==> config.mk <==
export PLATFORM = sky130hd
export DESIGN_NAME = fp16_mul_stream
export DESIGN_NICKNAME = d
export VERILOG_FILES = /design/src/rtl/fp16_pkg.sv /design/src/rtl/fp16_mul_fifo.sv /design/src/rtl/fp16_multiplier.sv /design/src/rtl/fp16_mul_stream.sv
export SDC_FILE = /design/constraint.sdc
export NUM_CORES = 1
export LEC_CHECK = 0
export ABC_CLOCK_PERIOD_IN_PS = 5600
export BUFFER_PORTS_ARGS = -buffer_cell sky130_fd_sc_hd__buf_4
export CORE_ASPECT_RATIO = 0.75
export CORE_UTILIZATION = 30
export DETAILED_ROUTE_END_ITERATION = 10
export GPL_TIMING_DRIVEN = 0
export PLACE_DENSITY_LB_ADDON = 0.08
export SYNTH_ARGS = -nofsm -noshare
export SYNTH_HDL_FRONTEND = slang
export SYNTH_SLANG_ARGS = --single-unit
==> constraint.sdc <==
create_clock -name clk -period 5.6 [get_ports clk]
set_clock_uncertainty 0.1 [all_clocks]
set_input_delay 0.84 -clock clk [delete_from_list [all_inputs] [get_ports clk]]
set_output_delay 0.84 -clock clk [all_outputs]
set_load 0.05 [all_outputs]
==> src/rtl/fp16_pkg.sv <==
// fp16_pkg: binary16 constants, field positions, flag struct and the combinational multiply used by fp16_multiplier.
package fp16_pkg;
  localparam int FP16_W = 16;
  localparam int FP16_MUL_LATENCY = 6;
  localparam logic [15:0] FP16_QNAN = 16'h7e00;
  localparam logic [15:0] FP16_INF = 16'h7c00;
  localparam int EXP_MSB = 14;
  localparam int EXP_LSB = 10;
  localparam int FRAC_MSB = 9;
  localparam int FRAC_LSB = 0;
  typedef struct packed {
    logic nan;
    logic inf;
    logic zero;
    logic subnormal;
  } fp16_flags_t;
  function automatic fp16_flags_t fp16_flags(input logic [15:0] x);
    logic eo, ez, fz;
    eo = &x[EXP_MSB:EXP_LSB];
    ez = ~|x[EXP_MSB:EXP_LSB];
    fz = ~|x[FRAC_MSB:FRAC_LSB];
    return '{nan: eo & ~fz, inf: eo & fz, zero: ez & fz, subnormal: ez & ~fz};
  endfunction
  // Round-to-nearest-even product with gradual underflow; any NaN or inf*0 yields the canonical quiet NaN.
  function automatic logic [15:0] fp16_mul(input logic [15:0] a, input logic [15:0] b);
    logic s, an, bn, ai, bi, az, bz, st, rnd;
    logic [4:0] ea, eb, l;
    logic [10:0] ma, mb;
    logic [21:0] p, pn;
    int e, sh;
    s = a[15] ^ b[15];
    ea = a[EXP_MSB:EXP_LSB];
    eb = b[EXP_MSB:EXP_LSB];
    an = &ea & |a[FRAC_MSB:FRAC_LSB];
    bn = &eb & |b[FRAC_MSB:FRAC_LSB];
    ai = &ea & ~|a[FRAC_MSB:FRAC_LSB];
    bi = &eb & ~|b[FRAC_MSB:FRAC_LSB];
    az = ~|a[14:0];
    bz = ~|b[14:0];
    if (an | bn | (ai & bz) | (bi & az)) return FP16_QNAN;
    if (ai | bi) return {s, FP16_INF[14:0]};
    if (az | bz) return {s, 15'h0};
    ma = {|ea, a[FRAC_MSB:FRAC_LSB]};
    mb = {|eb, b[FRAC_MSB:FRAC_LSB]};
    p = ma * mb;
    l = '0;
    for (int i = 0; i < 22; i++) if (p[i]) l = 5'(i);
    pn = p << (5'd21 - l);
    e = int'({ea[4:1], ea[0] | ~|ea}) + int'({eb[4:1], eb[0] | ~|eb}) - 35 + int'(l);
    st = 1'b0;
    if (e < 1) begin
      sh = (1 - e > 22) ? 22 : 1 - e;
      st = |(pn & ((22'h1 << sh) - 22'h1));
      pn = pn >> sh;
      e = 0;
    end
    rnd = pn[10] & (st | |pn[9:0] | pn[11]);
    if (e >= 31) return {s, FP16_INF[14:0]};
    return {s, 5'(e), pn[20:11]} + {15'd0, rnd};
  endfunction
endpackage

==> src/rtl/fp16_mul_fifo.sv <==
// fp16_mul_fifo: synchronous FIFO with explicit pointer wrap so DEPTH need not be a power of two.
module fp16_mul_fifo #(
  parameter int WIDTH = 16,
  parameter int DEPTH = 8
) (
  input  logic                       clk,
  input  logic                       rst_n,
  input  logic                       push_i,
  input  logic [WIDTH-1:0]           din_i,
  input  logic                       pop_i,
  output logic [WIDTH-1:0]           dout_o,
  output logic [$clog2(DEPTH+1)-1:0] count_o
);
  localparam int PW = DEPTH > 1 ? $clog2(DEPTH) : 1;
  localparam int CW = $clog2(DEPTH+1);
  logic [WIDTH-1:0] mem_q [DEPTH];
  logic [PW-1:0] wr_q, rd_q, wr_d, rd_d;
  logic [CW-1:0] cnt_q, cnt_d;
  always_comb begin
    wr_d = push_i ? (wr_q == PW'(DEPTH-1) ? '0 : wr_q + PW'(1)) : wr_q;
    rd_d = pop_i ? (rd_q == PW'(DEPTH-1) ? '0 : rd_q + PW'(1)) : rd_q;
    cnt_d = cnt_q + CW'(push_i) - CW'(pop_i);
  end
  always_ff @(posedge clk or negedge rst_n) begin
    if (!rst_n) begin
      wr_q <= '0;
      rd_q <= '0;
      cnt_q <= '0;
      for (int i = 0; i < DEPTH; i++) mem_q[i] <= '0;
    end else begin
      if (push_i) mem_q[wr_q] <= din_i;
      wr_q <= wr_d;
      rd_q <= rd_d;
      cnt_q <= cnt_d;
    end
  end
  assign dout_o = mem_q[rd_q];
  assign count_o = cnt_q;
endmodule

==> src/rtl/fp16_multiplier.sv <==
// fp16_multiplier: binary16 multiply with a fixed FP16_MUL_LATENCY-cycle, unreset, non-stalling pipeline.
module fp16_multiplier
  import fp16_pkg::*;
(
  input  logic              clk,
  input  logic [FP16_W-1:0] a_i,
  input  logic [FP16_W-1:0] b_i,
  output logic [FP16_W-1:0] out_o
);
  logic [FP16_W-1:0] pipe_q [FP16_MUL_LATENCY];
  always_ff @(posedge clk) begin
    pipe_q[0] <= fp16_mul(a_i, b_i);
    for (int i = 1; i < FP16_MUL_LATENCY; i++) pipe_q[i] <= pipe_q[i-1];
  end
  assign out_o = pipe_q[FP16_MUL_LATENCY-1];
endmodule

==> src/rtl/fp16_mul_stream.sv <==
// fp16_mul_stream: credit-admitted valid/ready shell around fp16_multiplier with an in-order result FIFO.
// Define FP16_MUL_FLAGS_EN to add the m_flags port (flags stored alongside each result).
module fp16_mul_stream
  import fp16_pkg::*;
#(
  parameter int LATENCY = FP16_MUL_LATENCY,
  parameter int DEPTH = 8
) (
  input  logic              clk,
  input  logic              rst_n,
  input  logic              s_valid,
  output logic              s_ready,
  input  logic [FP16_W-1:0] s_a,
  input  logic [FP16_W-1:0] s_b,
  output logic              m_valid,
  input  logic              m_ready,
  output logic [FP16_W-1:0] m_data,
`ifdef FP16_MUL_FLAGS_EN
  output logic [3:0]        m_flags,
`endif
  output logic              busy
);
  localparam int CW = $clog2(DEPTH+1);
`ifdef FP16_MUL_FLAGS_EN
  localparam int FW = FP16_W + 4;
`else
  localparam int FW = FP16_W;
`endif
  logic issue, pop, s_ready_q;
  logic [LATENCY-1:0] vpipe_q, vpipe_d;
  logic [CW-1:0] credits_q, credits_d, count;
  logic [FP16_W-1:0] prod;
  logic [FW-1:0] din, dout;
  assign issue = s_valid & s_ready_q;
  assign pop = m_valid & m_ready;
  always_comb begin
    vpipe_d = {vpipe_q[LATENCY-2:0], issue};
    credits_d = (issue & ~pop) ? credits_q - CW'(1) : (pop & ~issue) ? credits_q + CW'(1) : credits_q;
  end
  always_ff @(posedge clk or negedge rst_n) begin
    if (!rst_n) begin
      credits_q <= CW'(DEPTH);
      vpipe_q <= '0;
      s_ready_q <= 1'b0;
    end else begin
      credits_q <= credits_d;
      vpipe_q <= vpipe_d;
      s_ready_q <= credits_d != '0;
    end
  end
  fp16_multiplier u_mul (
    .clk   (clk),
    .a_i   (s_a),
    .b_i   (s_b),
    .out_o (prod)
  );
`ifdef FP16_MUL_FLAGS_EN
  assign din = {fp16_flags(prod), prod};
  assign m_flags = dout[FW-1:FP16_W];
`else
  assign din = prod;
`endif
  // Credits cap occupancy at DEPTH, so a push never meets a full FIFO.
  fp16_mul_fifo #(.WIDTH(FW), .DEPTH(DEPTH)) u_fifo (
    .clk     (clk),
    .rst_n   (rst_n),
    .push_i  (vpipe_q[LATENCY-1]),
    .din_i   (din),
    .pop_i   (pop),
    .dout_o  (dout),
    .count_o (count)
  );
  assign m_valid = count != '0;
  assign m_data = dout[FP16_W-1:0];
  assign s_ready = s_ready_q;
  assign busy = |vpipe_q | m_valid;
endmodule

[Word-level counts from Yosys, hierarchy flattened]
Memory sizes are Yosys's and may differ from the RTL's.
Cells that the tools add are included.
Storage, ports and cells
  register bits: 149
  bits in writable memories: 96
  input bits: 36
  output and inout bits: 19
  word-level logic and storage cells: 152
  memories kept: 1
Memory list
  u_mul.pipe_q: depth 6, width 16, rd ports 6, clocked after Yosys merged registers in 0, wr ports 6, line fp16_multiplier.sv:10  | logic [FP16_W-1:0] pipe_q [FP16_MUL_LATENCY];
Cells by class
  add/subtract/negate cells: 13
  multipliers: 1
  $lt $le $gt $ge: 6
  equal/unequal tests: 2
  shift operators: 3
  mux-type cells: 65
  bitwise gates (word level): 27
  reductions and logical operators: 20
Operators with widths (count)
  2-to-1 mux 16 bit: 11
  2-to-1 mux 32 bit: 5
  bitwise mux 128 bit: 1
  2-to-1 mux 21 bit: 4
  binary-select mux 16 bit (select 3 bit): 1
  demux 16 bit (select 3 bit): 1
  2-to-1 mux 5 bit: 9
  2-to-1 mux 4 bit: 10
  adder 32 x 6 -> 32 bit: 1
  >= comparator 32 x 6 -> 1 bit, second input constant: 1
  greater-than comparator 32 x 6 -> 1 bit, second input constant: 1
  less-than comparator 32 x 2 -> 1 bit, second input constant: 1
  left shift 1 x 32 -> 22 bit, first input constant: 1
  >> shifter 22 x 32 -> 21 bit: 1
  subtractor 2 x 32 -> 32 bit, first input constant: 1
  subtractor 32 x 7 -> 32 bit, second input constant: 1
  OR reduction 10 bit: 3
  OR reduction 15 bit: 2
  AND 22 bit: 1
  multiplier 11 x 11 -> 22 bit: 1
  OR reduction 22 bit: 1
  left shift 22 x 5 -> 22 bit: 1
  subtractor 22 x 1 -> 22 bit, second input constant: 1
  2-to-1 mux 3 bit: 6
  24 further kinds: 71

[Logic depth before layout (Yosys ltp)]
Gate-level depths: netlist (run 1).
  word-level depth: 46
  mapped depth: 54
  mapped depth without buffers: 50

[By module]
From an unflattened synthesis (run 1), not the netlist that was laid out.
Second synthesis, totals
  cell total of the unflattened synthesis: 1937
  area total of the unflattened synthesis: 18968.2 sq um
By module, submodules not included
  fp16_multiplier: instances 1, cells an instance 1516, area an instance 11897.7 sq um
  fp16_mul_fifo: instances 1, cells an instance 375, area an instance 6512.5 sq um
  fp16_mul_stream: instances 1, cells an instance 46, area an instance 558.0 sq um

[Least setup slack after synthesis (run 1)]
OpenSTA, ideal clock, no wires.
  path type: input to register
  start point: input port s_b[11]
  end point: memory u_mul.pipe_q[0][12]
  arrival time: 12.591 ns
  required time: 5.422 ns
  slack: -7.169 ns
  stages on the path: 46
  buffers on the path: 2
  cell sequence: or4_1 -> or2_2 -> clkbuf_1 -> and2_1 -> fa_1 -> inv_1 -> fa_1 -> fa_1 -> inv_1 -> fa_1 -> inv_1 -> fa_1 -> inv_1 -> ha_1 -> buf_2 -> nand2_1 -> a21o_1 -> a21oi_4 -> [... 10 more ...] -> fa_1 -> inv_1 -> o211a_1 -> nor3b_1 -> a22oi_1 -> nand2b_1 -> nor2_1 -> nand2_1 -> a21oi_1 -> nor4b_1 -> a221oi_1 -> a221oi_1 -> a31oi_4 -> ha_1 -> o221ai_1 -> nor4_1 -> mux2_2 -> nor3_1
RTL lines
  start: declaration: line fp16_mul_stream.sv:14  | input logic [FP16_W-1:0] s_b,
  end: declaration: line fp16_multiplier.sv:10

==> flow_metrics.env, run 1 <==
export IMPL_status="finished, violations left"
export IMPL_violations="negative setup slack"
export IMPL_drc_errors=0
export IMPL_synth_cell_types=112
export IMPL_rsz0062_at_grt="yes"
export IMPL_yosysWarnings=0
export IMPL_setup_ws_ns=-6.13
export IMPL_clock_sinks=245
export IMPL_pin_count=55
export IMPL_first_pass_iters=6
export IMPL_top_layer_used="met4"
export IMPL_rows=78
export IMPL_die_w_um=289
export IMPL_final_max_slew_viol_count=0
export IMPL_cts_buffers=27
export IMPL_wl_met3_um=4850
export IMPL_diodes=0
export IMPL_initial_utilization_pct=30.6
export IMPL_drt_wl_total_um=65500
export IMPL_final_common_cell="buf_4"
export IMPL_antenna_found_initial=0
export IMPL_clk_pin_slew_ns=0.06
export IMPL_r2r_cells=5
export IMPL_avgRoutedWirePerCell_um=22.4
export IMPL_drtAntennaViolNets=0
export IMPL_vias=16081
export IMPL_grt_overflow_total=0
export IMPL_syn_avg_cell_area_um2=9.79
export IMPL_grt_pass1_wl_um=100000
export IMPL_drt_initial_drc_count=1294
export IMPL_final_nets=2310
export IMPL_dp_hpwl_um=49400
export IMPL_critPathKind="in -> reg"
export IMPL_io_buffer_count=54
export IMPL_r2r_end="u_fifo.mem_q[123]$_DFFE_PN0P_"
export IMPL_crit_fanout=6
export IMPL_floorplan_die_height_um=218
export IMPL_regToRegSetupSlack_ns=2.39
export IMPL_synth_edf_count=0
export IMPL_grtUsageTotal_pct=20.6
export IMPL_critPathRequiredTime_ns=5.87
export IMPL_worstReg2RegStart="vpipe_q[5]$_DFF_PN0_"
export IMPL_syn_to_final_growth_pct=26.2
export IMPL_synth_async_reset_ratio_pct=60.8
export IMPL_crit_path_end_kind="flop"
export IMPL_min_period_over_period_pct=209
export IMPL_core_um2=60800
export IMPL_slowest_delay_ns=0.59
export IMPL_tightest_slew_ns=1.34
export IMPL_gp_congestion=0.945
export IMPL_m1WireLength_um=32700
export IMPL_syn_num_nets=2109
export IMPL_fmax_ghz=0.0853
export IMPL_synth_cells=1899
export IMPL_cts_htree_levels=1
export IMPL_synth_seq_area_share_pct=30.4
export IMPL_grt_max_degree=94
export IMPL_hold_viol=0
export IMPL_mostFrequentLayoutCells="164 x buf_4, 152 x mux2_2, 148 x dfrtp_1"
export IMPL_cts_root_buf="clkbuf_16"
export IMPL_slew_headroom_pct=10.1
export IMPL_synth_flop_cell="dfrtp_1"
export IMPL_worstPathArrival_ns=12.00
export IMPL_hold_path_class="in -> async"
export IMPL_setup_viol=15
export IMPL_vias_per_cell=5.51
export IMPL_synth_seq_cells=245
export IMPL_crit_path_start_kind="input port"
export IMPL_design_die_area_um2=63000
export IMPL_met2WireLength_um=26700
export IMPL_cts_buffer_depth=3
export IMPL_synth_area_um2=18600
export IMPL_drive_gt1_share_pct=32.7
export IMPL_critical_path_slowest_cell="fa_2"
export IMPL_clk_latency_ns=0.52
export IMPL_grt_pass1_vias=15916
export IMPL_cts_tree="built"
export IMPL_fin_crit_ns=11.73
export IMPL_finalSetupTns_ns=-88.57
export IMPL_maxCapViolations=0
[sequential cells by signal (all words and copies together), names as in the netlist]
signal          count
u_mul.pipe_q       96
u_fifo.rd_q         3
credits_q           4
vpipe_q             6
u_fifo.mem_q      128
u_fifo.wr_q         3
s_ready             1
u_fifo.count_o      4
[logic make-up (layout without fill, tap and decap cells)]
group                    after synthesis  count (layout)  share of synthesized area [%]
adder cells (fa/ha/maj)              174             174                           15.1
XOR/XNOR                              44              44                           2.11
AND/OR/NAND/NOR                      547             547                           14.9
AO/OA/AOI/OAI                        449             449                           18.5
flip-flops                           245             245                           30.4
buffers and inverters                247             469                           5.37
multiplexers                         193             193                           13.6
[synth_stat cells, types with 32 or more instances]
library cell	number	area (µm²)
nor2_1	111	417
nor3_1	42	210
and2_1	81	507
mux2_2	153	1720
clkbuf_1	65	244
ha_1	90	1130
dfxtp_1	96	1920
o21ai_0	61	305
inv_1	155	582
xnor2_1	32	280
a21oi_1	75	375
fa_1	84	1680
mux4_2	32	721
dfrtp_1	148	3700
nand2_1	138	518
nand3_1	50	250
[through the flow]
stage                     hold WS, ns  setup WS (ns)  utilization, %  cells  cell area [µm²]
after floorplan                 0.210          -5.77               -   1899            19100
after global placement          0.210          -8.37            33.8   2753            20500
after detailed placement        0.212          -8.31            33.8   2754            20600
after CTS                       0.182          -6.16            37.3   2866            22700
after global routing            0.208          -6.50            38.6   2921            23500
final                           0.182          -6.13            38.6   2921            23500
[what timing repair did]
| action | in CTS | in global routing |
|---|---|---|
| setup endpoints to repair | 15 | 15 |
| setup buffers | 70 | 60 |
| gates cloned | 0 | 0 |
| gates resized for setup | 150 | 98 |
| pin swaps | 65 | 63 |
| hold buffers | 0 | 0 |
[final cells by class]
cell class / count / area, µm²
buffer: 85 / 499
clock buffer: 41 / 758
clock inverter: 9 / 76.3
fill: 6112 / 37300
inverter: 155 / 589
multi-input combinational: 1407 / 13400
sequential: 245 / 5650
tap: 800 / 1000
timing repair buffer: 179 / 1470
[worst max-delay path, delay by kind of cell]
kind,cells,cell delay [ns]
adder cells (fa/ha/maj),11,4.24
XOR/XNOR,1,0.27
AO/OA/AOI/OAI,13,2.81
AND/OR/NAND/NOR,12,2.44
multiplexers,1,0.08
buffers and inverters,12,1.30
[layer usage]
layer	vias to the layer above	track usage, %
met4	0	4.44
met3	87	3.20
met2	600	29.0
met1	8056	32.4
met5	-	0
li1	7338	-
[how the worst max path moves through the flow]
stage                 start                              to  cells past startpoint
floorplan           s_b[11]  u_mul.pipe_q[0][13]$_SDFF_PP1_                     45
detailed placement  s_b[11]   u_mul.pipe_q[0][0]$_SDFF_PP0_                     42
global placement    s_b[11]   u_mul.pipe_q[0][0]$_SDFF_PP0_                     42
global route        s_b[11]   u_mul.pipe_q[0][0]$_SDFF_PP0_                     51
finish              s_b[11]   u_mul.pipe_q[0][0]$_SDFF_PP0_                     50
CTS                 s_b[11]   u_mul.pipe_q[0][0]$_SDFF_PP0_                     47
Power of run 1 is not shown: default switching activity piles up to over one toggle a cycle in this logic, so the estimate is an artifact.
==> run 2, diff against run 1 <==
- ABC_CLOCK_PERIOD_IN_PS: 5600 -> 10200
- SLEW_MARGIN: not set -> 20
- clock period: 5.6 -> 10.2 ns (I/O delays scaled with it)
==> run 2 against run 1 <==
Effect of this change:
- the flow still finishes with violations (negative setup slack)
- non-clock buffer count increased by 16
- core utilization rose by 0.58 points
- sequential cell count is the same
- sequential share of layout area fell by 0.36 points
- via count increased by 0.70%
- final cell count rose by 0.51%
- register-to-register slack gained 4.9 ns
- wire length is 0.23% higher
- critical endpoint unchanged
==> flow_metrics.env, run 2 (synthesized netlist as in run 1, its figures left out) <==
export IMPL_status="finished, violations left"
export IMPL_violations="negative setup slack"
export IMPL_pin_count=55
export IMPL_grt_pass1_wl_um=100000
export IMPL_drtAntennaViolNets=0
export IMPL_dpl_cell_area_um2=20600
export IMPL_final_cell_area_um2=23800
export IMPL_initial_utilization_pct=30.6
export IMPL_grt_max_degree=94
export IMPL_cts_hold_buffers=0
export IMPL_grt_pass1_vias=16093
export IMPL_finalSetupTns_ns=-28.78
export IMPL_grt_overflow_total=0
export IMPL_rows=78
export IMPL_layout_top_registers="u_fifo.mem_q: 128 flops, u_mul.pipe_q: 96 flops, vpipe_q: 6 flops"
export IMPL_crit_path_end_kind="flop"
export IMPL_hold_viol=0
export IMPL_crit_fanout=9
export IMPL_drt_initial_drc_count=1483
export IMPL_gp_congestion=0.945
export IMPL_slowest_delay_ns=0.80
export IMPL_fill_cells=6015
export IMPL_critical_path_slowest_cell="a2111oi_0"
export IMPL_multi_input_area_um2=13500
export IMPL_clk_latency_ns=0.54
export IMPL_avgRoutedWirePerCell_um=22.4
export IMPL_cts_buffers=27
export IMPL_floorplan_die_height_um=218
export IMPL_syn_to_final_growth_pct=28.1
export IMPL_setup_viol=15
export IMPL_design_die_area_um2=63000
export IMPL_drc_errors=0
export IMPL_diodes=0
export IMPL_cts_tree="built"
export IMPL_clock_sinks=245
export IMPL_dpl_cell_count=2754
export IMPL_cts_htree_levels=1
export IMPL_critPathRequiredTime_ns=10.46
export IMPL_drt_wl_total_um=65700
export IMPL_final_nets=2326
export IMPL_top_register="u_fifo.mem_q"
export IMPL_min_period_over_period_pct=122
export IMPL_first_pass_iters=5
export IMPL_maxCapViolations=0
export IMPL_hold_path_class="reg -> reg"
export IMPL_dp_hpwl_um=49200
export IMPL_fmax_ghz=0.0802
export IMPL_critPathKind="in -> reg"
export IMPL_register_area_um2=5650
export IMPL_whs_ns=0.193
export IMPL_fin_crit_ns=12.48
export IMPL_cts_buffer_depth=3
export IMPL_setup_ws_ns=-2.28
export IMPL_final_cells=2936
export IMPL_antenna_found_initial=0
export IMPL_tightest_slew_ns=1.12
export IMPL_largest_register_ffs=128
export IMPL_vias_per_cell=5.52
export IMPL_rsz0062_at_grt="yes"
export IMPL_final_common_cell="buf_4"
export IMPL_clk_pin_slew_ns=0.06
export IMPL_crit_path_start_kind="input port"
export IMPL_drive_gt1_share_pct=34.4
export IMPL_cts_root_buf="clkbuf_16"
export IMPL_worstPathArrival_ns=12.74
export IMPL_vias=16194
export IMPL_io_buffer_count=54
export IMPL_mostFrequentLayoutCells="177 x buf_4, 151 x mux2_2, 148 x dfrtp_1"
export IMPL_final_max_slew_viol_count=0
export IMPL_slew_headroom_pct=25.2
export IMPL_core_um2=60800
export IMPL_die_w_um=289
export IMPL_grtUsageTotal_pct=20.7
## run 2: cell count changes in the layout (fill, tap and decap cells not counted), moves of 4 or more
| cell | previous run | this run |
|---|---|---|
| clkinv_2 | 6 | 2 |
| buf_12 | 4 | 8 |
| clkbuf_8 | 4 | 13 |
| nand2_1 | 124 | 119 |
| clkbuf_1 | 53 | 43 |
| buf_4 | 164 | 177 |
## run 2: worst paths after layout
| check | slack (ns) | endpoint | cells after the start | from |
|---|---|---|---|---|
| max | -2.28 | u_mul.pipe_q[0][0]$_SDFF_PP0_ | 49 | s_b[13] |
| min | 0.19 | u_mul.pipe_q[3][2]$_DFF_P_ | 0 | u_mul.pipe_q[2][2]$_DFF_P_ |
| max reg2reg | 7.25 | u_fifo.mem_q[54]$_DFFE_PN0P_ | 5 | vpipe_q[5]$_DFF_PN0_ |
| min reg2reg | 0.19 | u_mul.pipe_q[3][2]$_DFF_P_ | 0 | u_mul.pipe_q[2][2]$_DFF_P_ |
| max in group asynchronous | 8.32 | u_fifo.mem_q[103]$_DFFE_PN0P_ | 2 | rst_n |
| min in group asynchronous | 0.82 | u_fifo.count_o[3]$_DFF_PN0_ | 1 | rst_n |
## run 2: stage by stage
stage / worst slack, ns / utilization [%]
2_1_floorplan: -1.86 / -
3_3_place_gp: -4.46 / 33.8
3_5_place_dp: -4.29 / 33.9
4_1_cts: -2.29 / 37.7
5_1_grt: -2.63 / 39.2
6_report: -2.28 / 39.2
## run 2: what timing repair did
action,in CTS,in global routing
pin swaps,64,84
setup buffers,83,59
endpoints found under the hold margin,0,0
resized for setup,147,112
cloned,0,1
setup endpoints to repair,15,15
## run 2: routing by layer
layer	GRT usage, %	routed length (µm)	vias to the layer above
li1	-	-	7386
met1	32.0	32300	8063
met2	29.0	26700	623
met3	3.93	4930	120
met4	4.93	1670	2
met5	0	54	-
## run 2: layout make-up
type / instances / area share (%)
Clock buffer: 40 / 3.51
Clock inverter: 9 / 0.652
Sequential cell: 245 / 23.7
Buffer: 84 / 2.06
Multi-Input combinational cell: 1407 / 56.5
Tap cell: 800 / 4.20
Timing Repair Buffer: 196 / 6.85
Inverter: 155 / 2.44
## run 2: critical path, delay by kind of cell
family,cells,cell delay [ns]
AOI/OAI and AO/OA,16,3.88
buffers and inverters,14,1.41
adders and majority gates,10,3.96
and+or+nand+nor,9,1.92
Power of run 2 is left out for the same reason.
==> run 3, diff against run 2 <==
- CAP_MARGIN: not set -> 0
- SKIP_CTS_REPAIR_TIMING: not set -> 1
==> run 3 against run 2 <==
Effect of this change:
- the run still ends with negative setup slack left
- register-to-register slack barely moved
- largest cell class unchanged
- fmax down 2.4%
- clock-buffer cell count did not move
- highest routed layer unchanged
- design area decreased by 2.7%
- core utilization is 1.1 points lower
- first-iteration DRC count rose by 0.34%
- wire length is 1.7% lower
- sequential cell count did not move
- sequential share of layout area rose by 0.67 points
==> flow_metrics.env, run 3 (synthesized netlist as in run 1, its figures left out) <==
export IMPL_critical_path_slowest_cell="fa_2"
export IMPL_clk_latency_ns=0.54
export IMPL_rows=78
export IMPL_register_area_um2=5650
export IMPL_cts_htree_levels=1
export IMPL_critPathKind="in -> reg"
export IMPL_crit_end="u_mul.pipe_q[0][0]$_SDFF_PP0_"
export IMPL_clk_pin_slew_ns=0.06
export IMPL_design_die_area_um2=63000
export IMPL_vias_per_cell=5.52
export IMPL_critPathLaunch="s_b[11]"
export IMPL_slew_headroom_pct=20.6
export IMPL_min_period_over_period_pct=125
export IMPL_slowest_delay_ns=0.58
export IMPL_dpl_cell_area_um2=20600
export IMPL_rsz0062_at_grt="yes"
export IMPL_largest_register_ffs=128
export IMPL_grt_overflow_total=0
export IMPL_final_cell_area_um2=23200
export IMPL_drive_gt1_share_pct=31.0
export IMPL_final_nets=2275
export IMPL_drc_errors=0
export IMPL_status="finished, violations left"
export IMPL_die_w_um=289
export IMPL_hp_start="u_mul.pipe_q[2][2]$_DFF_P_"
export IMPL_pin_count=55
export IMPL_regToRegSetupSlack_ns=7.25
export IMPL_fill_cells=6090
export IMPL_final_util_pct=38.1
export IMPL_antenna_found_initial=0
export IMPL_cts_tree="built"
export IMPL_gp_congestion=0.945
export IMPL_drt_initial_drc_count=1488
export IMPL_setup_ws_ns=-2.58
export IMPL_syn_to_final_growth_pct=24.6
export IMPL_drtAntennaViolNets=0
export IMPL_multi_input_area_um2=13300
export IMPL_cts_root_buf="clkbuf_16"
export IMPL_initial_utilization_pct=30.6
export IMPL_cts_buffer_depth=3
export IMPL_layout_top_registers="u_fifo.mem_q: 128 flops, u_mul.pipe_q: 96 flops, vpipe_q: 6 flops"
export IMPL_dp_hpwl_um=49200
export IMPL_clock_sinks=245
export IMPL_setup_viol=15
export IMPL_r2r_end="u_fifo.mem_q[54]$_DFFE_PN0P_"
export IMPL_worstReg2RegStart="vpipe_q[5]$_DFF_PN0_"
export IMPL_final_common_cell="mux2_2"
export IMPL_floorplan_die_height_um=218
export IMPL_drt_wl_total_um=64600
export IMPL_first_pass_iters=8
export IMPL_whs_ns=0.193
export IMPL_crit_path_start_kind="input port"
export IMPL_vias=15937
export IMPL_diodes=0
export IMPL_grtUsageTotal_pct=20.1
export IMPL_crit_path_end_kind="flop"
export IMPL_grt_pass1_wl_um=97200
export IMPL_tightest_slew_ns=1.19
export IMPL_mostFrequentLayoutCells="152 x mux2_2, 148 x dfrtp_1, 145 x inv_1"
export IMPL_hold_viol=0
export IMPL_io_buffer_count=54
export IMPL_r2r_cells=5
export IMPL_cp_common_cell="inv_2"
export IMPL_fmax_ghz=0.0783
export IMPL_cts_buffers=27
export IMPL_hold_path_class="reg -> reg"
export IMPL_grt_pass1_vias=15405
export IMPL_grt_max_degree=94
export IMPL_core_um2=60800
export IMPL_fin_crit_ns=12.78
export IMPL_top_register="u_fifo.mem_q"
export IMPL_critPathRequiredTime_ns=10.46
export IMPL_final_max_slew_viol_count=0
export IMPL_violations="negative setup slack"
export IMPL_worstPathArrival_ns=13.04
export IMPL_avgRoutedWirePerCell_um=22.4
export IMPL_crit_fanout=7
export IMPL_maxCapViolations=0
==> run 3: critical path: cells and delay by family <==
family,cells,cell delay [ns]
XOR/XNOR,1,0.18
buffers and inverters,11,0.91
AND/OR/NAND/NOR,9,2.39
adder cells (fa/ha/maj),10,4.11
AO/OA/AOI/OAI,16,3.91
==> run 3: how the worst min path moves through the flow <==
stage               slack (ns)                          to  cells past startpoint
floorplan                 0.21  u_mul.pipe_q[1][0]$_DFF_P_                      0
global placement          0.21  u_mul.pipe_q[1][4]$_DFF_P_                      0
detailed placement        0.21  u_mul.pipe_q[1][1]$_DFF_P_                      0
CTS                       0.18  u_mul.pipe_q[3][2]$_DFF_P_                      0
global route              0.20  u_mul.pipe_q[3][2]$_DFF_P_                      0
finish                    0.19  u_mul.pipe_q[3][2]$_DFF_P_                      0
==> run 3: layout make-up <==
cell class / count / area share (%)
clock buffers: 40 / 3.60
plain buffers: 86 / 2.06
well taps: 800 / 4.32
multi-input cells: 1408 / 57.3
repair buffers: 142 / 5.16
inverters: 155 / 2.53
clock inverters: 9 / 0.670
flip-flops and latches: 245 / 24.4
==> run 3: through the flow <==
| stage | worst slack, ns | cells | TNS [ns] |
|---|---|---|---|
| detailed placement | -4.29 | 2754 | -57.32 |
| CTS | -3.81 | 2803 | -49.95 |
| floorplan | -1.86 | 1899 | -23.44 |
| global placement | -4.46 | 2753 | -59.13 |
| global route | -2.84 | 2885 | -36.26 |
| finish | -2.58 | 2885 | -31.65 |
==> run 3: layer usage <==
| layer | track usage [%] | up-vias | routed length (µm) |
|---|---|---|---|
| li1 | - | 7284 | - |
| met1 | 31.6 | 7942 | 32300 |
| met2 | 27.7 | 609 | 26000 |
| met3 | 3.38 | 100 | 4800 |
| met4 | 4.58 | 2 | 1450 |
| met5 | 0.625 | - | 53 |
Power of run 3 is left out for the same reason.
